$ cat config.mk
export PLATFORM = sky130hd
export DESIGN_NAME = irq_ctrl_rr_flat
export DESIGN_NICKNAME = d
export VERILOG_FILES = /design/src/rtl/irq_ctrl_rr_pkg.sv /design/src/rtl/irq_ctrl_rr_if.sv /design/src/rtl/irq_ctrl_rr_arbiter.sv /design/src/rtl/irq_ctrl_rr.sv /design/src/flat_wrapper.sv
export SDC_FILE = /design/constraint.sdc
export NUM_CORES = 1
export LEC_CHECK = 0
export CAP_MARGIN = 20
export CORE_UTILIZATION = 44
export DETAILED_ROUTE_END_ITERATION = 6
export GPL_ROUTABILITY_DRIVEN = 0
export MAX_ROUTING_LAYER = met4
export PLACE_DENSITY = 0.68
export SLEW_MARGIN = 20
export SYNTH_ARGS = -nofsm -noshare
export SYNTH_HDL_FRONTEND = slang
export SYNTH_SLANG_ARGS = --single-unit
$ cat constraint.sdc
create_clock -name clk -period 3.4 [get_ports clk]
set_clock_uncertainty 0.15 [all_clocks]
set_input_delay 0.34 -clock clk [delete_from_list [all_inputs] [get_ports clk]]
set_output_delay 0.34 -clock clk [all_outputs]
set_load 0.005 [all_outputs]
$ cat src/rtl/irq_ctrl_rr_pkg.sv
// rtl/irq_ctrl_rr_pkg.sv - shared state encoding and one-hot index helper for irq_ctrl_rr
// Contents: state_t (one-hot FSM states), MAX_SRC, onehot_to_idx().
package irq_ctrl_pkg;

    localparam int MAX_SRC = 32;

    localparam logic [2:0] S_IDLE    = 3'b001;
    localparam logic [2:0] S_SERVICE = 3'b010;
    localparam logic [2:0] S_HOLDOFF = 3'b100;

    typedef enum logic [2:0] {
        ST_IDLE    = S_IDLE,
        ST_SERVICE = S_SERVICE,
        ST_HOLDOFF = S_HOLDOFF
    } state_t;

    // OR-reduction of the set bit positions; exact for one-hot input, 0 for all-zero.
    function automatic int onehot_to_idx(input logic [MAX_SRC-1:0] oh);
        int idx;
        idx = 0;
        for (int i = 0; i < MAX_SRC; i++) begin
            if (oh[i]) begin
                idx = idx | i;
            end
        end
        return idx;
    endfunction

endpackage

$ cat src/rtl/irq_ctrl_rr_if.sv
// rtl/irq_ctrl_rr_if.sv - request/grant bundle between host side and irq_ctrl_rr
// master: drives req, mask, rr_mode, done; observes ack, irq, irq_id, pending, timeout_err.
// slave : the controller, opposite directions.
interface irq_ctrl_rr_if #(
    parameter int NUM_SRC = 8,
    parameter int ID_W    = $clog2(NUM_SRC)
);
    logic [NUM_SRC-1:0] req;
    logic [NUM_SRC-1:0] mask;
    logic               rr_mode;
    logic               done;
    logic [NUM_SRC-1:0] ack;
    logic               irq;
    logic [ID_W-1:0]    irq_id;
    logic [NUM_SRC-1:0] pending;
    logic               timeout_err;

    modport master (
        output req, mask, rr_mode, done,
        input  ack, irq, irq_id, pending, timeout_err
    );

    modport slave (
        input  req, mask, rr_mode, done,
        output ack, irq, irq_id, pending, timeout_err
    );
endinterface

$ cat src/rtl/irq_ctrl_rr_arbiter.sv
// rtl/irq_ctrl_rr_arbiter.sv - combinational fixed / round-robin winner selection
// Inputs : eligible (pending & mask), rr_ptr (scan start), rr_mode (0 fixed, 1 round-robin)
// Outputs: winner_idx (binary), winner_oh (one-hot), any (some source eligible)
module rr_arbiter
    import irq_ctrl_pkg::*;
#(
    parameter int NUM_SRC = 8,
    parameter int ID_W    = $clog2(NUM_SRC)
) (
    input  logic [NUM_SRC-1:0] eligible,
    input  logic [ID_W-1:0]    rr_ptr,
    input  logic               rr_mode,
    output logic [ID_W-1:0]    winner_idx,
    output logic [NUM_SRC-1:0] winner_oh,
    output logic               any
);

    localparam int DW = 2 * NUM_SRC;
    localparam logic [DW-1:0] ONE = {{(DW-1){1'b0}}, 1'b1};

    logic [ID_W-1:0] start;
    logic [DW-1:0]   dbl;
    logic [DW-1:0]   scan_mask;
    logic [DW-1:0]   masked;
    logic [DW-1:0]   first;

    // Scanning two concatenated copies from 'start' upward gives wrap-around
    // priority with a plain lowest-set-bit pick; the upper copy is never masked,
    // so any eligible source always produces a hit.
    always_comb begin
        start = rr_mode ? rr_ptr : '0;
        dbl   = {eligible, eligible};
        for (int i = 0; i < DW; i++) begin
            scan_mask[i] = (i >= int'(start));
        end
        masked     = dbl & scan_mask;
        first      = masked & ((~masked) + ONE);
        winner_oh  = first[NUM_SRC-1:0] | first[DW-1:NUM_SRC];
        winner_idx = ID_W'(onehot_to_idx(MAX_SRC'(winner_oh)));
        any        = |eligible;
    end

endmodule

$ cat src/rtl/irq_ctrl_rr.sv
// rtl/irq_ctrl_rr.sv - interrupt controller: sticky pending, mask, fixed/RR grant, done handshake, timeout
// Ports: clk, reset_n (async active-low), bus (irq_ctrl_rr_if.slave):
//   req/mask/rr_mode/done in; ack/irq/irq_id/pending/timeout_err out (all registered).
module irq_ctrl_rr
    import irq_ctrl_pkg::*;
#(
    parameter int NUM_SRC     = 8,
    parameter int ID_W        = $clog2(NUM_SRC),
    parameter int TIMEOUT_CYC = 256,
    parameter int CNT_W       = 16
) (
    input  logic         clk,
    input  logic         reset_n,
    irq_ctrl_rr_if.slave bus
);

    localparam bit              TO_EN   = (TIMEOUT_CYC != 0);
    localparam logic [CNT_W-1:0] TO_LAST = CNT_W'((TIMEOUT_CYC > 0) ? TIMEOUT_CYC - 1 : 0);
    localparam logic [ID_W-1:0]  LAST_ID = ID_W'(NUM_SRC - 1);

    state_t             state_q, state_d;
    logic [NUM_SRC-1:0] pending_q, pending_d;
    logic [NUM_SRC-1:0] ack_q, ack_d;
    logic               irq_q, irq_d;
    logic [ID_W-1:0]    irq_id_q, irq_id_d;
    logic               terr_q, terr_d;
    logic [ID_W-1:0]    rr_ptr_q, rr_ptr_d;
    logic [CNT_W-1:0]   cnt_q, cnt_d;
    logic [NUM_SRC-1:0] clr;

    logic [NUM_SRC-1:0] eligible;
    logic [ID_W-1:0]    win_idx;
    logic [NUM_SRC-1:0] win_oh;
    logic               win_any;

    assign eligible = pending_q & bus.mask;

    rr_arbiter #(
        .NUM_SRC (NUM_SRC),
        .ID_W    (ID_W)
    ) u_arb (
        .eligible   (eligible),
        .rr_ptr     (rr_ptr_q),
        .rr_mode    (bus.rr_mode),
        .winner_idx (win_idx),
        .winner_oh  (win_oh),
        .any        (win_any)
    );

    always_comb begin
        state_d  = state_q;
        ack_d    = ack_q;
        irq_d    = irq_q;
        irq_id_d = irq_id_q;
        terr_d   = 1'b0;
        rr_ptr_d = rr_ptr_q;
        cnt_d    = cnt_q;
        clr      = '0;

        case (state_q)
            ST_IDLE: begin
                if (win_any) begin
                    ack_d    = win_oh;
                    irq_d    = 1'b1;
                    irq_id_d = win_idx;
                    clr      = win_oh;
                    cnt_d    = '0;
                    state_d  = ST_SERVICE;
                end
            end
            ST_SERVICE: begin
                // done takes precedence, so a coincident timeout is not reported.
                if (bus.done || (TO_EN && (cnt_q == TO_LAST))) begin
                    ack_d    = '0;
                    irq_d    = 1'b0;
                    rr_ptr_d = (irq_id_q == LAST_ID) ? '0 : irq_id_q + 1'b1;
                    terr_d   = ~bus.done;
                    state_d  = ST_HOLDOFF;
                end else begin
                    cnt_d = cnt_q + 1'b1;
                end
            end
            ST_HOLDOFF: begin
                state_d = ST_IDLE;
            end
            default: begin
                state_d  = ST_IDLE;
                ack_d    = '0;
                irq_d    = 1'b0;
                irq_id_d = '0;
                cnt_d    = '0;
            end
        endcase

        // A request arriving on the grant edge re-sets the bit being cleared.
        pending_d = (pending_q & ~clr) | bus.req;
    end

    always_ff @(posedge clk or negedge reset_n) begin
        if (!reset_n) begin
            state_q   <= ST_IDLE;
            pending_q <= '0;
            ack_q     <= '0;
            irq_q     <= 1'b0;
            irq_id_q  <= '0;
            terr_q    <= 1'b0;
            rr_ptr_q  <= '0;
            cnt_q     <= '0;
        end else begin
            state_q   <= state_d;
            pending_q <= pending_d;
            ack_q     <= ack_d;
            irq_q     <= irq_d;
            irq_id_q  <= irq_id_d;
            terr_q    <= terr_d;
            rr_ptr_q  <= rr_ptr_d;
            cnt_q     <= cnt_d;
        end
    end

    assign bus.ack         = ack_q;
    assign bus.irq         = irq_q;
    assign bus.irq_id      = irq_id_q;
    assign bus.pending     = pending_q;
    assign bus.timeout_err = terr_q;

endmodule

$ cat src/flat_wrapper.sv
// flat-port wrapper written by rule: the top's interface ports become plain ports
module irq_ctrl_rr_flat import irq_ctrl_pkg::*;
#(
    parameter int NUM_SRC     = 8,
    parameter int ID_W        = $clog2(NUM_SRC),
    parameter int TIMEOUT_CYC = 256,
    parameter int CNT_W       = 16
)
  (clk, reset_n, bus_req, bus_mask, bus_rr_mode, bus_done, bus_ack, bus_irq, bus_irq_id, bus_pending, bus_timeout_err);
  irq_ctrl_rr_if #(.NUM_SRC(NUM_SRC), .ID_W(ID_W)) bus_i ();
  input  logic clk;
  input  logic reset_n;
  input wire logic [$bits(bus_i.req)-1:0] bus_req;
  input wire logic [$bits(bus_i.mask)-1:0] bus_mask;
  input wire logic [$bits(bus_i.rr_mode)-1:0] bus_rr_mode;
  input wire logic [$bits(bus_i.done)-1:0] bus_done;
  output wire logic [$bits(bus_i.ack)-1:0] bus_ack;
  output wire logic [$bits(bus_i.irq)-1:0] bus_irq;
  output wire logic [$bits(bus_i.irq_id)-1:0] bus_irq_id;
  output wire logic [$bits(bus_i.pending)-1:0] bus_pending;
  output wire logic [$bits(bus_i.timeout_err)-1:0] bus_timeout_err;
  assign bus_i.req = bus_req;
  assign bus_i.mask = bus_mask;
  assign bus_i.rr_mode = bus_rr_mode;
  assign bus_i.done = bus_done;
  assign bus_ack = bus_i.ack;
  assign bus_irq = bus_i.irq;
  assign bus_irq_id = bus_i.irq_id;
  assign bus_pending = bus_i.pending;
  assign bus_timeout_err = bus_i.timeout_err;
  irq_ctrl_rr #(.NUM_SRC(NUM_SRC), .ID_W(ID_W), .TIMEOUT_CYC(TIMEOUT_CYC), .CNT_W(CNT_W)) u_core (.clk(clk), .reset_n(reset_n), .bus(bus_i));
endmodule
Word level (Yosys, flattened, before mapping)
Cells that the tools add are included.
Word-level totals
  output and inout bits: 21
  bits of input ports: 20
  word-level logic and storage cells: 72
  flip-flop bits (word level): 43
Cells by class
  equal/unequal tests: 8
  $lt $le $gt $ge: 7
  muxes and demuxes: 27
  reductions and logical operators: 8
  add/sub/neg operators: 3
  bitwise gates (word level): 11
Operators by type and width (count)
  one-hot mux 16 bit (3 select lines): 1
  adder 16 x 1 -> 16 bit (second input constant): 2
  bitwise AND 16 bit: 2
  2-to-1 mux 16 bit: 2
  2-to-1 mux 8 bit: 4
  2-to-1 mux 3 bit: 9
  one-hot mux 8 bit (3 select lines): 1
  bitwise AND 8 bit: 2
  equality test 16 x 8 -> 1 bit (second input constant): 1
  NOT 16 bit: 1
  bitwise OR 8 bit: 2
  one-hot mux 3 bit (2 select lines): 2
  greater-or-equal comparator 3 bit (first input constant): 3
  NOT 8 bit: 1
  OR reduction 8 bit: 1
  equality test 3 bit (second input constant): 2
  greater-or-equal comparator 1 x 3 -> 1 bit (first input constant): 2
  greater-or-equal comparator 2 x 3 -> 1 bit (first input constant): 2
  AND reduction 2 bit: 3
  AND reduction 3 bit: 2
  2-to-1 mux 1 bit: 5
  2-to-1 mux 2 bit: 2
  inequality test 2 bit (second input constant): 2
  adder 3 x 1 -> 3 bit (second input constant): 1
  7 further kinds: 9

Longest topological paths before layout
Gate-level depths: netlist (run 1).
  word-level depth: 16
  gate-level depth with buffers: 9
  depth with buffers taken out: 7

Cells and area by module
Synthesis (run 1) repeated with hierarchy kept, for this count alone.
Unflattened totals
  cell total of the unflattened synthesis: 274
  area, all modules: 2725.1 sq um
Modules (own cells, without submodules)
  irq_ctrl_rr: cells each 205, instances 1, area each 2245.9 sq um, seq. area each 1077.3 sq um
  rr_arbiter: cells each 69, instances 1, area each 479.2 sq um, seq. area each 0.0 sq um

Worst setup path after synthesis (run 1)
No wires, ideal clock.
  kind: reg-to-reg
  start: reg u_core.cnt_q[0]
  end: reg u_core.rr_ptr_q[2]
  cell stages (with the launch flop): 10
  data arrival time: 2211 ps
  slack: 915 ps
  period minus slack after synthesis: 2485 ps
  cells stage by stage: dfrtp_1 -> ha_1 -> nand3_1 -> or2_1 -> buf_6 -> o41a_4 -> or2_0 -> buf_2 -> inv_1 -> mux2_2
On the way
  word-level cells in the longest chain between the ends: 3
Ends and longest elaborated chain
  start: declaration: line irq_ctrl_rr.sv:28  | logic [CNT_W-1:0] cnt_q, cnt_d;
  start signal: assignment: line irq_ctrl_rr.sv:117  | cnt_q <= cnt_d;
  equality test 16 x 8 -> 1 bit: line irq_ctrl_rr.sv:73  | if (bus.done || (TO_EN && (cnt_q == TO_LAST))) begin
  logical OR 1 bit: line irq_ctrl_rr.sv:73
  AND reduction 2 bit (no source line)
  end signal: assignment: line irq_ctrl_rr.sv:116  | rr_ptr_q <= rr_ptr_d;
  end: declaration: line irq_ctrl_rr.sv:27  | logic [ID_W-1:0] rr_ptr_q, rr_ptr_d;
Every way passes these cells.
A chain may end at the register's enable or synchronous reset.

Final worst setup path (run 1)
Ends and elaborated chain as after synthesis.

==> impl_metrics.yaml, run 1 <==
detailed_routing:
  drc_errors: 0
  finalWirelength_mm: 5.570
  first_pass_iters: 4
  dr.first_iter.drc_count: 144
  met2_length_mm: 2.495
  drt-met1-wl_mm: 2.750
  wire_per_inst_um: 16.01
  vias_per_cell: 5.874
  wl_met3_um: 268
  highest_layer: "met4"
  ant_nets: 0
  num_vias: 2044
clocking:
  cts_sinks: 43
  cts_buffer_depth: 2
  path_clk_slew_ns: 0.09
  cts.hold.buffers_added: 0
  cts_setup_buffers: 0
  clk-insertion-delay-late_ns: 0.30
  cts_made_buffers: 5
  cts_tree: "built"
  cts_root_buf: "clkbuf_8"
  cts_resized: 0
  cts-htree-levels: 2
placed_design:
  place_hpwl_mm: 3.989
  io_buffer_count: 40
setup_path:
  cp_slowest_cell: "o41a_4"
  crit_type: "flip-flop to flip-flop"
  end_kind: "flip-flop"
  required_ns: 3.44
  arrival_ns: 2.72
  critPathTopFamily: "simple AND/OR/NAND/NOR gates"
  critPathMaxStageDelay_ns: 0.58
  start_kind: "flip-flop"
  path_max_fanout: 9
  cp_cell_sequence: "ha_1 -> nand3_1 -> or2_1 -> o41a_4 -> or2_0 -> inv_1 -> mux2_2"
  crit_buf_inv: 1
layout:
  diodes: 0
  final_nets: 300
  fillers: 482
  drive_gt1_share_pct: 9.712
  area_growth_pct: 23.77
sta:
  setup_viol: 0
  fin_crit_sh_pct: 78.91
  fin_tns_setup_ns: 0
  slew_headroom_pct: 35.99
  hold_viol: 0
  whs_ns: 0.03982
  worst_pin_slew_ns: 0.9602
  timing.fmax_mhz: 372.7
  final_max_slew_viol_count: 0
  min_period_ns: 2.683
  rsz0062_at_grt: "no"
logic_synthesis:
  syn_area_um2: 2364
  ys.flop_type: "dfrtp_1"
  yosys_register_bits: 43
  yosysMostFrequentCell: "dfrtp_1"
  synthCells: 236
  synth_largest_area_cell: "dfrtp_1"
  synth.distinct_cells: 60
  async_reset_ff_share_pct: 100.0
  avgSynthCellArea_um2: 10.01
  synth_area_leaders: "dfrtp_1 44%, nand2_1 4.4%, a21o_1 3.8%"
  yosysTopAreaCellShare_pct: 44.47
  synth-edff-count: 0
  ys_seq_area_share_pct: 45.58
  synth_common_cells: "42 x dfrtp_1, 28 x nand2_1, 13 x nor2_1"
  synth_fp_nets: 259
  yosysWarnings: 0
grt:
  grt_pass1_wl_mm: 9.052
  grt_max_degree: 44
  grt_pass1_vias: 1815
  antenna_found_initial: 0
  grt_overflow: 0
  gr-usage-all-layers_pct: 22.03
die:
  die_y_um: 75.29
  die_w_um: 75.29
  initial_core_util_pct: 45.98
  io_pins: 41
  core_area_um2: 5140
  rows: 26
  die-area_um2: 5669
power:
  ir_worst_vdd_mv: 0.2686
  p_per_area_nw_per_um2: 553.0
  p_leak_nw: 1.223
min_path:
  hold_class: "input pin to async pin"
run_status:
  status: "finished, final reports clean"
job:
  drv_cap: 0
## per-stage QoR
stage | instances | total power, W | cell area (um2) | util (%) | setup slack [ns]
after floorplan | 236 | 0.001003 | 2364 | - | 0.9146
after global placement | 340 | 0.001219 | 2815 | 54.77 | 0.5106
after detailed placement | 340 | 0.001226 | 2815 | 54.77 | 0.4979
after CTS | 348 | 0.001635 | 2925 | 56.91 | 0.7184
after global routing | 348 | 0.001728 | 2925 | 56.91 | 0.5994
final | 348 | 0.001618 | 2925 | 56.91 | 0.7169
## cells by family (layout without fill, tap and decap cells)
group	Yosys count	count (layout)	synth area share [%]
flip-flops	43	43	45.58
multiplexers	2	2	0.8999
AND/OR/NAND/NOR	94	94	22.02
AO/OA/AOI/OAI	78	78	25.78
buffers and inverters	11	53	2.276
adder cells (fa/ha/maj)	3	3	1.588
XOR/XNOR	5	5	1.853
## layout by cell type, fill, tap and decap left out, drive strengths merged, types with 3 or more instances in the layout
master / count
o2111ai: 3
xor2: 5
nand4: 3
a21o: 13
clkbuf: 6
nor2: 13
nand2: 29
a21bo: 3
inv: 4
dfrtp: 42
nand3: 9
a31oi: 4
nor4: 3
o211ai: 6
ha: 3
a32o: 4
nor3b: 3
and3: 5
nor3: 3
o31ai: 4
o21ai: 7
clkdlybuf4s50: 39
and2: 7
a22o: 8
or4: 7
a21oi: 13
or3: 3
## where the power goes
part / total [W] / switching [W] / internal [W] / leakage [nW]
clock: 0.000399 / 0.000179 / 0.000219 / 0.0514
sequential: 0.000680 / 0.0000841 / 0.000596 / 0.547
combinational: 0.000539 / 0.000294 / 0.000245 / 0.624
## flip-flops by register name (all words and copies together) (netlist names)
name / cells
u_core.bus.irq_id: 3
u_core.cnt_q: 16
u_core.bus.irq: 1
u_core.bus.timeout_err: 1
u_core.bus.ack: 8
u_core.rr_ptr_q: 3
u_core.bus.pending: 8
u_core.state_q: 3
## per-layer routing
layer,track usage [%],vias up
met3,3.968,7
met4,6.790,0
met1,32.17,1001
met2,31.15,48
li1,-,988
met5,-,-
## worst reg2reg max path, delay by kind of cell (launching register included)
family,cells,cell delay [ns]
AOI/OAI and AO/OA,1,0.58
adders and majority gates,1,0.18
buffers and inverters,1,0.13
DFF,1,0.39
muxes,1,0.34
and+or+nand+nor,3,0.81
## layout make-up
cell class | count | area, um2 | area share, %
Multi-Input combinational cell | 182 | 1232 | 42.13
Sequential cell | 43 | 1077 | 36.83
Timing Repair Buffer | 41 | 402.9 | 13.77
Tap cell | 70 | 87.58 | 2.994
Clock buffer | 6 | 72.57 | 2.481
Clock inverter | 2 | 37.54 | 1.283
Inverter | 4 | 15.01 | 0.5133
## final timing paths
check / from / end / slack [ns] / cells past startpoint
setup / recovery: u_core.cnt_q[0]$_DFFE_PN0P_ / u_core.rr_ptr_q[2]$_DFFE_PN0P_ / 0.72 / 7
hold reg to reg: u_core.bus.irq$_DFFE_PN0P_ / u_core.bus.irq$_DFFE_PN0P_ / 0.34 / 1
min in group clk: u_core.bus.irq$_DFFE_PN0P_ / u_core.bus.irq$_DFFE_PN0P_ / 0.34 / 1
max in group asynchronous: reset_n / u_core.bus.pending[6]$_DFF_PN0_ / 2.45 / 1
hold / removal: reset_n / u_core.rr_ptr_q[0]$_DFFE_PN0P_ / 0.04 / 1
setup reg to reg: u_core.cnt_q[0]$_DFFE_PN0P_ / u_core.rr_ptr_q[2]$_DFFE_PN0P_ / 0.72 / 7
Power figures use the tool's default switching activity.
==> run 2, diff against run 1 <==
Clock period 3.4 ns to 2.6 ns, I/O delays scaled along.
==> run 2 against run 1 <==
Clock power grew 32%. Worst setup slack lost 0.58 ns. Die area is the same. Routed wire length grew 7.2%. Power grew 37%. Clock-buffer cell count shrank 1. Critical path type unchanged. Register-to-register slack lost 0.58 ns. Sequential share of layout area shrank 2.1 points. Via count grew 4.9%. Final area grew 6.0%. Global-route usage grew 1.3 points. Sequential power grew 31%.
==> impl_metrics.yaml, run 2 (synthesized netlist as in run 1, its figures left out) <==
layout:
  top_register: "u_core.cnt_q"
  final_common_cell: "dfrtp_1"
  diodes: 0
  area_growth_pct: 31.18
  final_nets: 320
  drive_gt1_share_pct: 16.11
  largest_register_ffs: 16
  final_cell_mix: "42 x dfrtp_1, 39 x clkdlybuf4s50_1, 27 x nand2_1"
die:
  die_w_um: 75.29
  initial_core_util_pct: 45.98
  rows: 26
  io_pins: 41
  die-area_um2: 5669
  core_area_um2: 5140
  die_y_um: 75.29
detailed_routing:
  wire_per_inst_um: 16.22
  ant_nets: 0
  finalWirelength_mm: 5.969
  num_vias: 2145
  drc_errors: 0
  vias_per_cell: 5.829
  first_pass_iters: 4
  dr.first_iter.drc_count: 164
clocking:
  cts_sinks: 43
  cts-htree-levels: 2
  cts_tree: "built"
  cts_buffer_depth: 2
  path_clk_slew_ns: 0.09
  cts_root_buf: "clkbuf_8"
  cts_made_buffers: 5
  clk-insertion-delay-late_ns: 0.30
  cts_setup_buffers: 0
power:
  p_leak_nw: 1.331
  p_per_area_nw_per_um2: 713.3
  ir_worst_vdd_mv: 0.4728
min_path:
  holdPathEnd: "u_core.bus.ack[6]$_DFFE_PN0P_"
  hold_depth: 1
  holdCritStartpoint: "u_core.bus.ack[6]$_DFFE_PN0P_"
  hold_class: "flip-flop to flip-flop"
sta:
  min_period_ns: 2.460
  setup_ws_ns: 0.1398
  fin_crit_sh_pct: 94.62
  hold_viol: 0
  timing.fmax_mhz: 406.5
  fin_tns_setup_ns: 0
  setup_viol: 0
  slew_headroom_pct: 36.42
  rsz0062_at_grt: "no"
  final_max_slew_viol_count: 0
  whs_ns: 0.3456
  worst_pin_slew_ns: 0.9537
grt:
  grt_max_degree: 44
  gr-usage-all-layers_pct: 23.33
  grt_pass1_vias: 1891
  grt_pass1_wl_mm: 9.515
  antenna_found_initial: 0
  grt_overflow: 0
placed_design:
  io_buffer_count: 40
  place_hpwl_mm: 4.503
  pre_cts_ws_ns: 0.02757
job:
  drv_cap: 0
setup_path:
  start_kind: "flip-flop"
  reg2reg_from: "u_core.cnt_q[0]$_DFFE_PN0P_"
  r2r_cells: 7
  end_kind: "flip-flop"
  crit_type: "flip-flop to flip-flop"
  r2r_slack_ns: 0.14
  path_max_fanout: 7
  r2r-end: "u_core.rr_ptr_q[2]$_DFFE_PN0P_"
  arrival_ns: 2.50
  required_ns: 2.64
run_status:
  status: "finished, final reports clean"
==> run 2: worst max-delay path by stage <==
stage | start | end | slack [ns] | cells past startpoint
after floorplan | u_core.cnt_q[0]$_DFFE_PN0P_ | u_core.rr_ptr_q[2]$_DFFE_PN0P_ | 0.11 | 9
after CTS | u_core.cnt_q[0]$_DFFE_PN0P_ | u_core.bus.ack[7]$_DFFE_PN0P_ | 0.08 | 7
after global placement | bus_mask[7] | u_core.cnt_q[11]$_DFFE_PN0P_ | 0.06 | 7
after detailed placement | bus_mask[1] | u_core.cnt_q[9]$_DFFE_PN0P_ | 0.03 | 8
final | u_core.cnt_q[0]$_DFFE_PN0P_ | u_core.rr_ptr_q[2]$_DFFE_PN0P_ | 0.14 | 7
after global routing | u_core.cnt_q[1]$_DFFE_PN0P_ | u_core.bus.ack[7]$_DFFE_PN0P_ | 0.05 | 7
==> run 2: area by class of cell <==
type / count / area [um2]
clock buffer: 5 / 68.82
clock inverter: 3 / 43.79
fill: 473 / 2039
inverter: 4 / 15.01
multi-input combinational: 182 / 1240
sequential: 43 / 1077
tap: 70 / 87.58
timing repair buffer: 61 / 568.0
==> run 2: worst max-delay path, cell delays in order (launching register included) <==
cell     delay, ns
dfrtp_1       0.39
ha_1          0.18
nand3_1       0.11
or2_1         0.29
o41a_4        0.55
or2_0         0.24
inv_1         0.10
mux2_2        0.33
==> run 2: stage by stage <==
step | cells | total power, W | cell area [um2] | utilization [%]
2_1_floorplan | 236 | 0.001312 | 2364 | -
5_1_grt | 368 | 0.002344 | 3100 | 60.32
3_5_place_dp | 359 | 0.001686 | 2970 | 57.79
4_1_cts | 368 | 0.002212 | 3093 | 60.18
6_report | 368 | 0.002212 | 3100 | 60.32
3_3_place_gp | 359 | 0.001667 | 2970 | 57.79
==> run 2: what timing repair did <==
action	4_1_cts	5_1_grt
gates resized for setup	0	2
setup endpoints to repair	0	9
hold buffers	1	0
endpoints found under the hold margin	13	0
==> run 2: metal layers <==
layer | wire, um | track usage, % | share of wire [%]
met5 | 0 | - | 0
met4 | 53 | 3.704 | 0.89
met3 | 333 | 4.365 | 5.6
met2 | 2680 | 34.23 | 45
met1 | 2902 | 34.30 | 49
==> run 2: power breakdown <==
group | internal (W) | total (W) | switching [W]
Clock | 0.000286 | 0.000528 | 0.000242
Sequential | 0.000780 | 0.000889 | 0.000110
Combinational | 0.000382 | 0.000794 | 0.000412
